===== config.mk =====
export PLATFORM = sky130hd
export DESIGN_NAME = serv_dbus_ram8
export DESIGN_NICKNAME = d
export VERILOG_FILES = /design/src/rtl/serv_dbus_ram8_pkg.sv /design/src/rtl/serv_dbus_ram8.sv
export SDC_FILE = /design/constraint.sdc
export NUM_CORES = 1
export LEC_CHECK = 0
export CORE_ASPECT_RATIO = 2
export CORE_UTILIZATION = 48
export DETAILED_ROUTE_END_ITERATION = 12
export PLACE_DENSITY = 0.81
export RECOVER_POWER = 25
export SYNTH_ARGS = -nofsm -noshare
export SYNTH_HDL_FRONTEND = slang
export SYNTH_SLANG_ARGS = --single-unit

===== constraint.sdc =====
create_clock -name i_clk -period 1.98 [get_ports i_clk]
set_input_delay 0.396 -clock i_clk [delete_from_list [all_inputs] [get_ports i_clk]]
set_output_delay 0.396 -clock i_clk [all_outputs]
set_load 0.03 [all_outputs]

===== src/rtl/serv_dbus_ram8_pkg.sv =====
// -----------------------------------------------------------------------------
// serv_dbus_ram8_pkg
//   Shared definitions for the SERV data-bus to byte-wide SRAM responder:
//   FSM state encoding, lane count and the request-to-ack latencies.
//   Also holds a small helper that picks one byte lane out of a word.
// -----------------------------------------------------------------------------
package serv_dbus_ram8_pkg;

  // FSM state encoding
  localparam logic [1:0] ST_IDLE_ENC  = 2'd0;
  localparam logic [1:0] ST_BUSY_ENC  = 2'd1;
  localparam logic [1:0] ST_DRAIN_ENC = 2'd2;
  localparam logic [1:0] ST_ACK_ENC   = 2'd3;

  typedef enum logic [1:0] {
    ST_IDLE  = ST_IDLE_ENC,
    ST_BUSY  = ST_BUSY_ENC,
    ST_DRAIN = ST_DRAIN_ENC,
    ST_ACK   = ST_ACK_ENC
  } state_e;

  // One 32-bit word is moved as four byte accesses
  localparam int LANES  = 4;
  localparam int LANE_W = 2;

  // Cycles from the request cycle (cycle 0) to the ack cycle
  localparam int LOAD_LATENCY  = 6;
  localparam int STORE_LATENCY = 5;

  // Select byte lane 'lane' of a 32-bit word
  function automatic logic [7:0] lane_byte(input logic [31:0] word,
                                           input logic [LANE_W-1:0] lane);
    logic [7:0] b;
    case (lane)
      2'd0:    b = word[7:0];
      2'd1:    b = word[15:8];
      2'd2:    b = word[23:16];
      2'd3:    b = word[31:24];
      default: b = 8'd0;
    endcase
    return b;
  endfunction

endpackage


===== src/rtl/serv_dbus_ram8.sv =====
// -----------------------------------------------------------------------------
// serv_dbus_ram8
//   Wishbone data-bus responder for the SERV core. Each word request is
//   serialised into four byte accesses on an 8-bit synchronous SRAM. Loads
//   assemble the full word before a single-cycle ack; stores only write the
//   lanes whose byte select is set.
//
// Ports
//   i_clk, i_rst_n        clock, asynchronous active-low reset
//   i_wb_adr/dat/sel/we   request address, store data, byte selects, direction
//   i_wb_cyc              request valid
//   o_wb_rdt, o_wb_ack    load data and single-cycle completion pulse
//   o_mem_addr/wdata      SRAM byte address and write byte
//   o_mem_en, o_mem_we    SRAM access enable and write enable
//   i_mem_rdata           SRAM read byte, one cycle after the enabled read
// -----------------------------------------------------------------------------
module serv_dbus_ram8
  import serv_dbus_ram8_pkg::*;
#(
  parameter int AW = 12
) (
  input  logic          i_clk,
  input  logic          i_rst_n,
  input  logic [31:0]   i_wb_adr,
  input  logic [31:0]   i_wb_dat,
  input  logic [3:0]    i_wb_sel,
  input  logic          i_wb_we,
  input  logic          i_wb_cyc,
  output logic [31:0]   o_wb_rdt,
  output logic          o_wb_ack,
  output logic [AW-1:0] o_mem_addr,
  output logic [7:0]    o_mem_wdata,
  output logic          o_mem_en,
  output logic          o_mem_we,
  input  logic [7:0]    i_mem_rdata
);

  state_e            r_state;
  logic [LANE_W-1:0] r_lane;
  logic [AW-3:0]     r_adr;
  logic [31:0]       r_dat;
  logic [3:0]        r_sel;
  logic              r_we;
  // Lower three bytes of a load; the top byte arrives in DRAIN and the
  // whole word is committed to r_wb_rdt only then, so an aborted load
  // leaves the previously returned word untouched.
  logic [23:0]       r_asm;
  logic [31:0]       r_wb_rdt;
  logic              r_wb_ack;

  logic [AW-1:0]     w_mem_addr;
  logic [7:0]        w_mem_wdata;
  logic              w_mem_en;
  logic              w_mem_we;

  // Upper address bits alias and the low two bits are word-aligned
  logic              w_unused_adr;
  assign w_unused_adr = ^{i_wb_adr[31:AW], i_wb_adr[1:0]};

  // Request FSM, lane counter, load assembly and registered bus outputs
  always_ff @(posedge i_clk or negedge i_rst_n) begin
    if (!i_rst_n) begin
      r_state  <= ST_IDLE;
      r_lane   <= {LANE_W{1'b0}};
      r_adr    <= {(AW-2){1'b0}};
      r_dat    <= 32'd0;
      r_sel    <= 4'd0;
      r_we     <= 1'b0;
      r_asm    <= 24'd0;
      r_wb_rdt <= 32'd0;
      r_wb_ack <= 1'b0;
    end else begin
      r_wb_ack <= 1'b0;
      case (r_state)
        ST_IDLE: begin
          if (i_wb_cyc) begin
            r_adr   <= i_wb_adr[AW-1:2];
            r_dat   <= i_wb_dat;
            r_sel   <= i_wb_sel;
            r_we    <= i_wb_we;
            r_lane  <= {LANE_W{1'b0}};
            r_state <= ST_BUSY;
          end
        end

        ST_BUSY: begin
          if (!i_wb_cyc) begin
            r_lane  <= {LANE_W{1'b0}};
            r_state <= ST_IDLE;
          end else begin
            // Read data lags the address by one cycle: lane N captures byte N-1
            if (!r_we) begin
              case (r_lane)
                2'd1:    r_asm[7:0]   <= i_mem_rdata;
                2'd2:    r_asm[15:8]  <= i_mem_rdata;
                2'd3:    r_asm[23:16] <= i_mem_rdata;
                default: r_asm        <= r_asm;
              endcase
            end
            r_lane <= r_lane + 2'd1;
            if (r_lane == 2'd3) begin
              if (r_we) begin
                r_wb_ack <= 1'b1;
                r_state  <= ST_ACK;
              end else begin
                r_state  <= ST_DRAIN;
              end
            end
          end
        end

        ST_DRAIN: begin
          if (!i_wb_cyc) begin
            r_state <= ST_IDLE;
          end else begin
            r_wb_rdt <= {i_mem_rdata, r_asm};
            r_wb_ack <= 1'b1;
            r_state  <= ST_ACK;
          end
        end

        ST_ACK: begin
          r_state <= ST_IDLE;
        end

        default: begin
          r_state <= ST_IDLE;
        end
      endcase
    end
  end

  // SRAM-side decode from registered state; quiet outside BUSY
  always_comb begin
    w_mem_addr  = {AW{1'b0}};
    w_mem_wdata = 8'd0;
    w_mem_en    = 1'b0;
    w_mem_we    = 1'b0;
    if (r_state == ST_BUSY) begin
      w_mem_addr = {r_adr, r_lane};
      if (r_we) begin
        // Unselected lanes still spend their cycle but do not touch the SRAM
        w_mem_en    = r_sel[r_lane];
        w_mem_we    = r_sel[r_lane];
        w_mem_wdata = lane_byte(r_dat, r_lane);
      end else begin
        w_mem_en    = 1'b1;
        w_mem_we    = 1'b0;
        w_mem_wdata = 8'd0;
      end
    end else begin
      w_mem_addr  = {AW{1'b0}};
      w_mem_wdata = 8'd0;
      w_mem_en    = 1'b0;
      w_mem_we    = 1'b0;
    end
  end

  assign o_wb_rdt    = r_wb_rdt;
  assign o_wb_ack    = r_wb_ack;
  assign o_mem_addr  = w_mem_addr;
  assign o_mem_wdata = w_mem_wdata;
  assign o_mem_en    = w_mem_en;
  assign o_mem_we    = w_mem_we;

endmodule


==> results.json, run 1 <==
{
  "synth_seq_cells": 108,
  "fin_area_um2": 6310,
  "ioPinCount": 135,
  "grt_overflow": 0,
  "synth-edff-count": 0,
  "power_density_nw_per_um2": 1650,
  "synthCells": 311,
  "ir_worst_vdd_mv": 1.08,
  "num_antenna_cells": 0,
  "pwr-share-seq": 0.364,
  "finalCriticalPeriod_ns": 2.19,
  "synth_warnings": 0,
  "die_y_um": 142,
  "worst-path-max-fanout": 9,
  "p_switching_mw": 3.77,
  "area_growth_pct": 34.9,
  "via_count": 2889,
  "slowest_delay_ns": 0.45,
  "synth_top_flop_cell": "dfrtp_1",
  "failed_checks": "setup timing",
  "hold_viol": 0,
  "cts-hold-fix-buffers": 0,
  "cts_buffers": 9,
  "slew_viol_final": 0,
  "relSlewSlack": 0.0220,
  "root_buffer": "clkbuf_16",
  "dp_slack_ns": -0.0470,
  "dp_hpwl_um": 7020,
  "nFillCells": 663,
  "worst_pin_slew_ns": 1.47,
  "tns_ns": -1.81,
  "maxCapViolCount": 0,
  "core-area_um2": 9380,
  "mappedNetlistNets": 399,
  "endpoint_kind": "output port",
  "firstDrtPassIters": 4,
  "viasPerCell": 5.33,
  "cts_buffer_depth": 2,
  "min_path_type": "reg2reg",
  "p_int_mw": 6.64,
  "cts_tree": "built",
  "initial_core_util": 0.498,
  "clkSlewWorstSetupHoldPaths_ns": 0.07,
  "drc": 0,
  "nNetsFinal": 521,
  "cp.required_ns": 1.58,
  "grt_usage": 0.199,
  "syn_area_um2": 4670,
  "swShare": 0.362,
  "outcome": "finished, violations left",
  "grt_pass1_wl_um": 15400,
  "p_leak_nw": 2.88,
  "io_buffer_count": 112,
  "synth_common_cells": "dfrtp_1 (108), mux2_2 (75), mux2_4 (24)",
  "skew_ns": 0.00612,
  "synthArstFlopShare": 1.00,
  "synth.avg_cell_area_um2": 15.0,
  "routed_wl_um": 9540,
  "pwr-share-clk": 0.158,
  "ys_seq_area_frac": 0.578,
  "instances_no_fill": 542,
  "wire_per_inst_um": 17.6,
  "synth_top_cell_by_area": "dfrtp_1",
  "die_x_um": 71.8,
  "worstSetupStartpointType": "flop",
  "fin_crit_sh": 1.11,
  "arrival_ns": 1.80,
  "yosysMostFrequentCell": "dfrtp_1",
  "fin_util": 0.672,
  "drive_gt1_frac": 0.402,
  "synth_top_area_frac": 0.578,
  "synth_cell_type_count": 25,
  "routabilityCongestion": 0.704,
  "path_cells": "inv_2 -> ha_4 -> a222oi_1 -> o21a_1 -> nor2_2 -> buf_6",
  "clock.fmax_mhz": 456,
  "h-tree-depth": 3,
  "power_frac_comb": 0.478,
  "grt_antenna_before_repair": 0,
  "drtIter0Drc": 139,
  "rsz0062_at_grt": "yes",
  "place_area_um2": 5940,
  "grt_start_max_net_pins": 109,
  "ant_nets": 0,
  "cts.sinks": 108,
  "setup_ws_ns": -0.214,
  "cpMaxStageDelayCell": "dfrtp_2",
  "setup_viol_count_final": 10,
  "worst_skew_pair.late_latency_ns": 0.34,
  "rows": 50,
  "criticalPathCategory": "reg2out",
  "dieArea_um2": 10200,
  "first_global_vias": 3083,
  "dp_cells": 525,
  "ys_top_cells_by_area": "dfrtp_1 (58%), mux2_2 (18%), mux2_4 (7.7%)"
}
==> flip-flops by register name, indices dropped and copies added (netlist names), 2 cells and up <==
signal / count
r_dat: 32
r_state: 2
o_wb_rdt: 32
r_lane: 2
r_sel: 4
r_asm: 24
r_adr: 10
==> power groups by stage <==
stage | registers (mW) | logic (mW) | clock network [mW]
floorplan | 4.21 | 2.73 | 0
global placement | 3.73 | 4.71 | 0
detailed placement | 3.79 | 4.85 | 0
CTS | 3.78 | 5.01 | 1.70
global route | 3.90 | 5.31 | 1.78
finish | 3.79 | 4.98 | 1.64
==> layer usage <==
metal,track usage,vias up,part of all wire
li1,-,1343,-
met1,0.212,1450,0.38
met2,0.376,92,0.57
met3,0.0469,4,0.041
met4,0.0619,0,0.0071
met5,0,-,0
==> worst max-delay path, delay by kind of cell, from the launching register on <==
| family | cells | cell delay, ns |
|---|---|---|
| AOI/OAI and AO/OA | 2 | 0.54 |
| adders and majority gates | 1 | 0.20 |
| buffers and inverters | 2 | 0.22 |
| DFF | 1 | 0.45 |
| and+or+nand+nor | 1 | 0.04 |
==> layout by cell type, fill, tap and decap left out, drive strengths merged, types with 3 or more instances in the layout <==
cell type        n
dfrtp          108
mux2           105
clkdlybuf4s50   89
buf             37
nand2           17
and2            12
clkbuf          11
nor2            10
a222oi           8
o21a             8
ha               8
inv              7
mux2i            4
clkinv           3
==> what timing repair did <==
item                       4_1_cts  5_1_grt
pin swaps                        8        1
buffers inserted                 1        1
resized for setup               21        4
setup endpoints to repair       10       22
==> through the flow <==
stage	hold slack (ns)	power, mW
4_1_cts	0.148	10.5
3_5_place_dp	0.478	8.65
6_report	0.487	10.4
2_1_floorplan	0.100	6.94
5_1_grt	0.517	11.0
3_3_place_gp	0.470	8.44
==> cell families after synthesis <==
logic type      after synthesis  synth area share
simple gates                 40            0.0501
fa+ha+maj                     8            0.0214
buf+inv                      22            0.0281
compound gates               24            0.0412
flops                       108             0.578
mux                         109             0.281
==> path summary, 6_finish.rpt <==
kind,from,to,slack [ns],cells after the start
max,r_lane[0],o_mem_wdata[1],-0.21,6
min,r_adr[8],r_adr[8],0.49,1
max reg2reg,r_state[1],r_asm[14],0.23,7
min reg2reg,r_adr[8],r_adr[8],0.49,1
max in group asynchronous,i_rst_n,r_lane[0],0.41,2
min in group asynchronous,i_rst_n,o_wb_ack,0.50,2
==> cell type report <==
type                    instances  area (um^2)  area share
clock inverters                 7         51.3     0.00813
multi-input cells             181         1920       0.305
well taps                     104          130      0.0206
repair buffers                128         1250       0.198
inverters                       5         18.8     0.00298
flip-flops and latches        108         2710       0.429
clock buffers                   9          225      0.0357
(Power assumes the default switching activity.)
==> run 2: changes to the inputs <==
GPL_TIMING_DRIVEN = 0   (was unset)
==> results.json, run 2 (synthesized netlist as in run 1, its figures left out) <==
{
  "ioPinCount": 135,
  "hold_viol": 0,
  "p_leak_nw": 2.97,
  "reg2reg_depth": 7,
  "skew_ns": 0.00695,
  "setup_ws_ns": -0.318,
  "fin_area_um2": 6510,
  "cts_buffers": 9,
  "dp_slack_ns": -0.684,
  "fin_util": 0.694,
  "criticalPathCategory": "reg2out",
  "core-area_um2": 9380,
  "pwr-share-clk": 0.150,
  "first_global_vias": 3313,
  "grt_overflow": 0,
  "io_buffer_count": 111,
  "initial_core_util": 0.498,
  "arrival_ns": 1.90,
  "cts_tree": "built",
  "rrSetupSlack_ns": 0.07,
  "layout_common_cells": "dfrtp_1 (106), clkdlybuf4s50_1 (88), mux2_2 (75), buf_4 (24), mux2_4 (24)",
  "clock.fmax_mhz": 435,
  "relSlewSlack": 0.219,
  "dp_hpwl_um": 7400,
  "num_antenna_cells": 0,
  "worst-path-max-fanout": 5,
  "p_switching_mw": 3.99,
  "reg2reg_from": "r_state[1]",
  "routed_wl_um": 10600,
  "die_y_um": 142,
  "h-tree-depth": 3,
  "setup_viol_count_final": 10,
  "place_area_um2": 5960,
  "fin_crit_sh": 1.16,
  "grt_start_max_net_pins": 63,
  "ant_nets": 0,
  "slew_viol_final": 0,
  "layout_commonest_cell": "dfrtp_1",
  "viasPerCell": 5.40,
  "cts.sinks": 108,
  "nNetsFinal": 538,
  "instances_no_fill": 559,
  "grt_usage": 0.221,
  "die_x_um": 71.8,
  "maxCapViolCount": 0,
  "whs_ns": 0.285,
  "wire_per_inst_um": 19.0,
  "worst_skew_pair.late_latency_ns": 0.34,
  "p_int_mw": 7.00,
  "cp.required_ns": 1.58,
  "worst_pin_slew_ns": 1.17,
  "power_density_nw_per_um2": 1690,
  "dieArea_um2": 10200,
  "min_path_type": "in2async",
  "drive_gt1_frac": 0.435,
  "via_count": 3019,
  "rows": 50,
  "grt_pass1_wl_um": 16800,
  "ir_worst_vdd_mv": 1.28,
  "drc": 0,
  "worstSetupStartpointType": "flop",
  "rsz0062_at_grt": "yes",
  "root_buffer": "clkbuf_16",
  "drtIter0Drc": 144,
  "area_growth_pct": 39.4,
  "rr_endpoint": "r_state[1]",
  "clkSlewWorstSetupHoldPaths_ns": 0.07,
  "finalCriticalPeriod_ns": 2.30,
  "grt_antenna_before_repair": 0,
  "cts_buffer_depth": 2,
  "power_frac_comb": 0.504,
  "routabilityCongestion": 0.833,
  "swShare": 0.363,
  "firstDrtPassIters": 4,
  "dp_cells": 527,
  "endpoint_kind": "output port",
  "pwr-share-seq": 0.346,
  "outcome": "finished, violations left",
  "failed_checks": "setup timing"
}
[run 2: changes by cell type in the layout (fill, tap and decap cells not counted), moves of 2 or more]
cell             delta
and2_1              -4
buf_2               +4
buf_12              -2
and2_4              +4
inv_2               +2
clkinvlp_4          +3
buf_6              +13
inv_1               -2
clkdlybuf4s15_2     +2
buf_4               -2
nand2_2             -2
[run 2: area by class of cell]
type                       count  area (um^2)
buffer                        15          141
clock buffer                   9          225
sequential                   108         2710
multi-input combinational    181         1950
fill                         661         2870
timing repair buffer         130         1290
inverter                       5         18.8
clock inverter                 7         51.3
tap                          104          130
[run 2: worst max-delay path: stages, from the launching register on]
cell      delay (ns)
dfrtp_2         0.44
buf_4           0.16
ha_4            0.17
buf_6           0.13
a222oi_1        0.30
o21a_1          0.18
nor2_2          0.05
buf_6           0.14
[run 2: power groups by stage]
stage / clock network [mW] / registers [mW] / logic (mW)
2_1_floorplan: 0 / 4.21 / 2.73
3_3_place_gp: 0 / 3.76 / 4.73
3_5_place_dp: 0 / 3.82 / 4.84
4_1_cts: 1.70 / 3.80 / 5.26
5_1_grt: 1.77 / 3.92 / 5.89
6_report: 1.65 / 3.81 / 5.54
[run 2: repair_timing]
item,4_1_cts,5_1_grt
setup endpoints to repair,22,21
pin swaps,13,15
gates resized for setup,156,32
endpoints found under the hold margin,0,0
buffers inserted,8,6
gates cloned,3,1
hold buffers,0,0
[run 2: per-stage QoR]
step                      TNS (ns)  power, mW
final                        -2.50       11.0
after CTS                    -2.49       10.8
after floorplan                  0       6.94
after global placement     -376.90       8.49
after detailed placement    -10.71       8.66
after global routing         -4.55       11.6
[run 2: per-layer routing]
| metal | global-route usage | routed length, um |
|---|---|---|
| met4 | 0.0805 | 153 |
| met1 | 0.230 | 3790 |
| met2 | 0.413 | 6220 |
| met5 | 0 | 0 |
| met3 | 0.0575 | 463 |
[run 2: how the worst max path moves through the flow]
| stage | start | end | slack (ns) | depth (start not counted) |
|---|---|---|---|---|
| 5_1_grt | r_lane[0] | o_mem_wdata[4] | -0.39 | 7 |
| 3_3_place_gp | i_rst_n | r_dat[15] | -3.41 | 1 |
| 2_1_floorplan | r_lane[0] | o_mem_en | 0.02 | 3 |
| 6_report | r_lane[0] | o_mem_wdata[4] | -0.32 | 7 |
| 4_1_cts | r_lane[1] | o_mem_wdata[4] | -0.35 | 6 |
| 3_5_place_dp | r_lane[0] | o_mem_wdata[4] | -0.68 | 8 |
==> run 3: changes to the inputs <==
GPL_TIMING_DRIVEN = unset   (was 0)
==> results of run 3 <==
Final layout, timing and power as in run 1 (identical DEF).
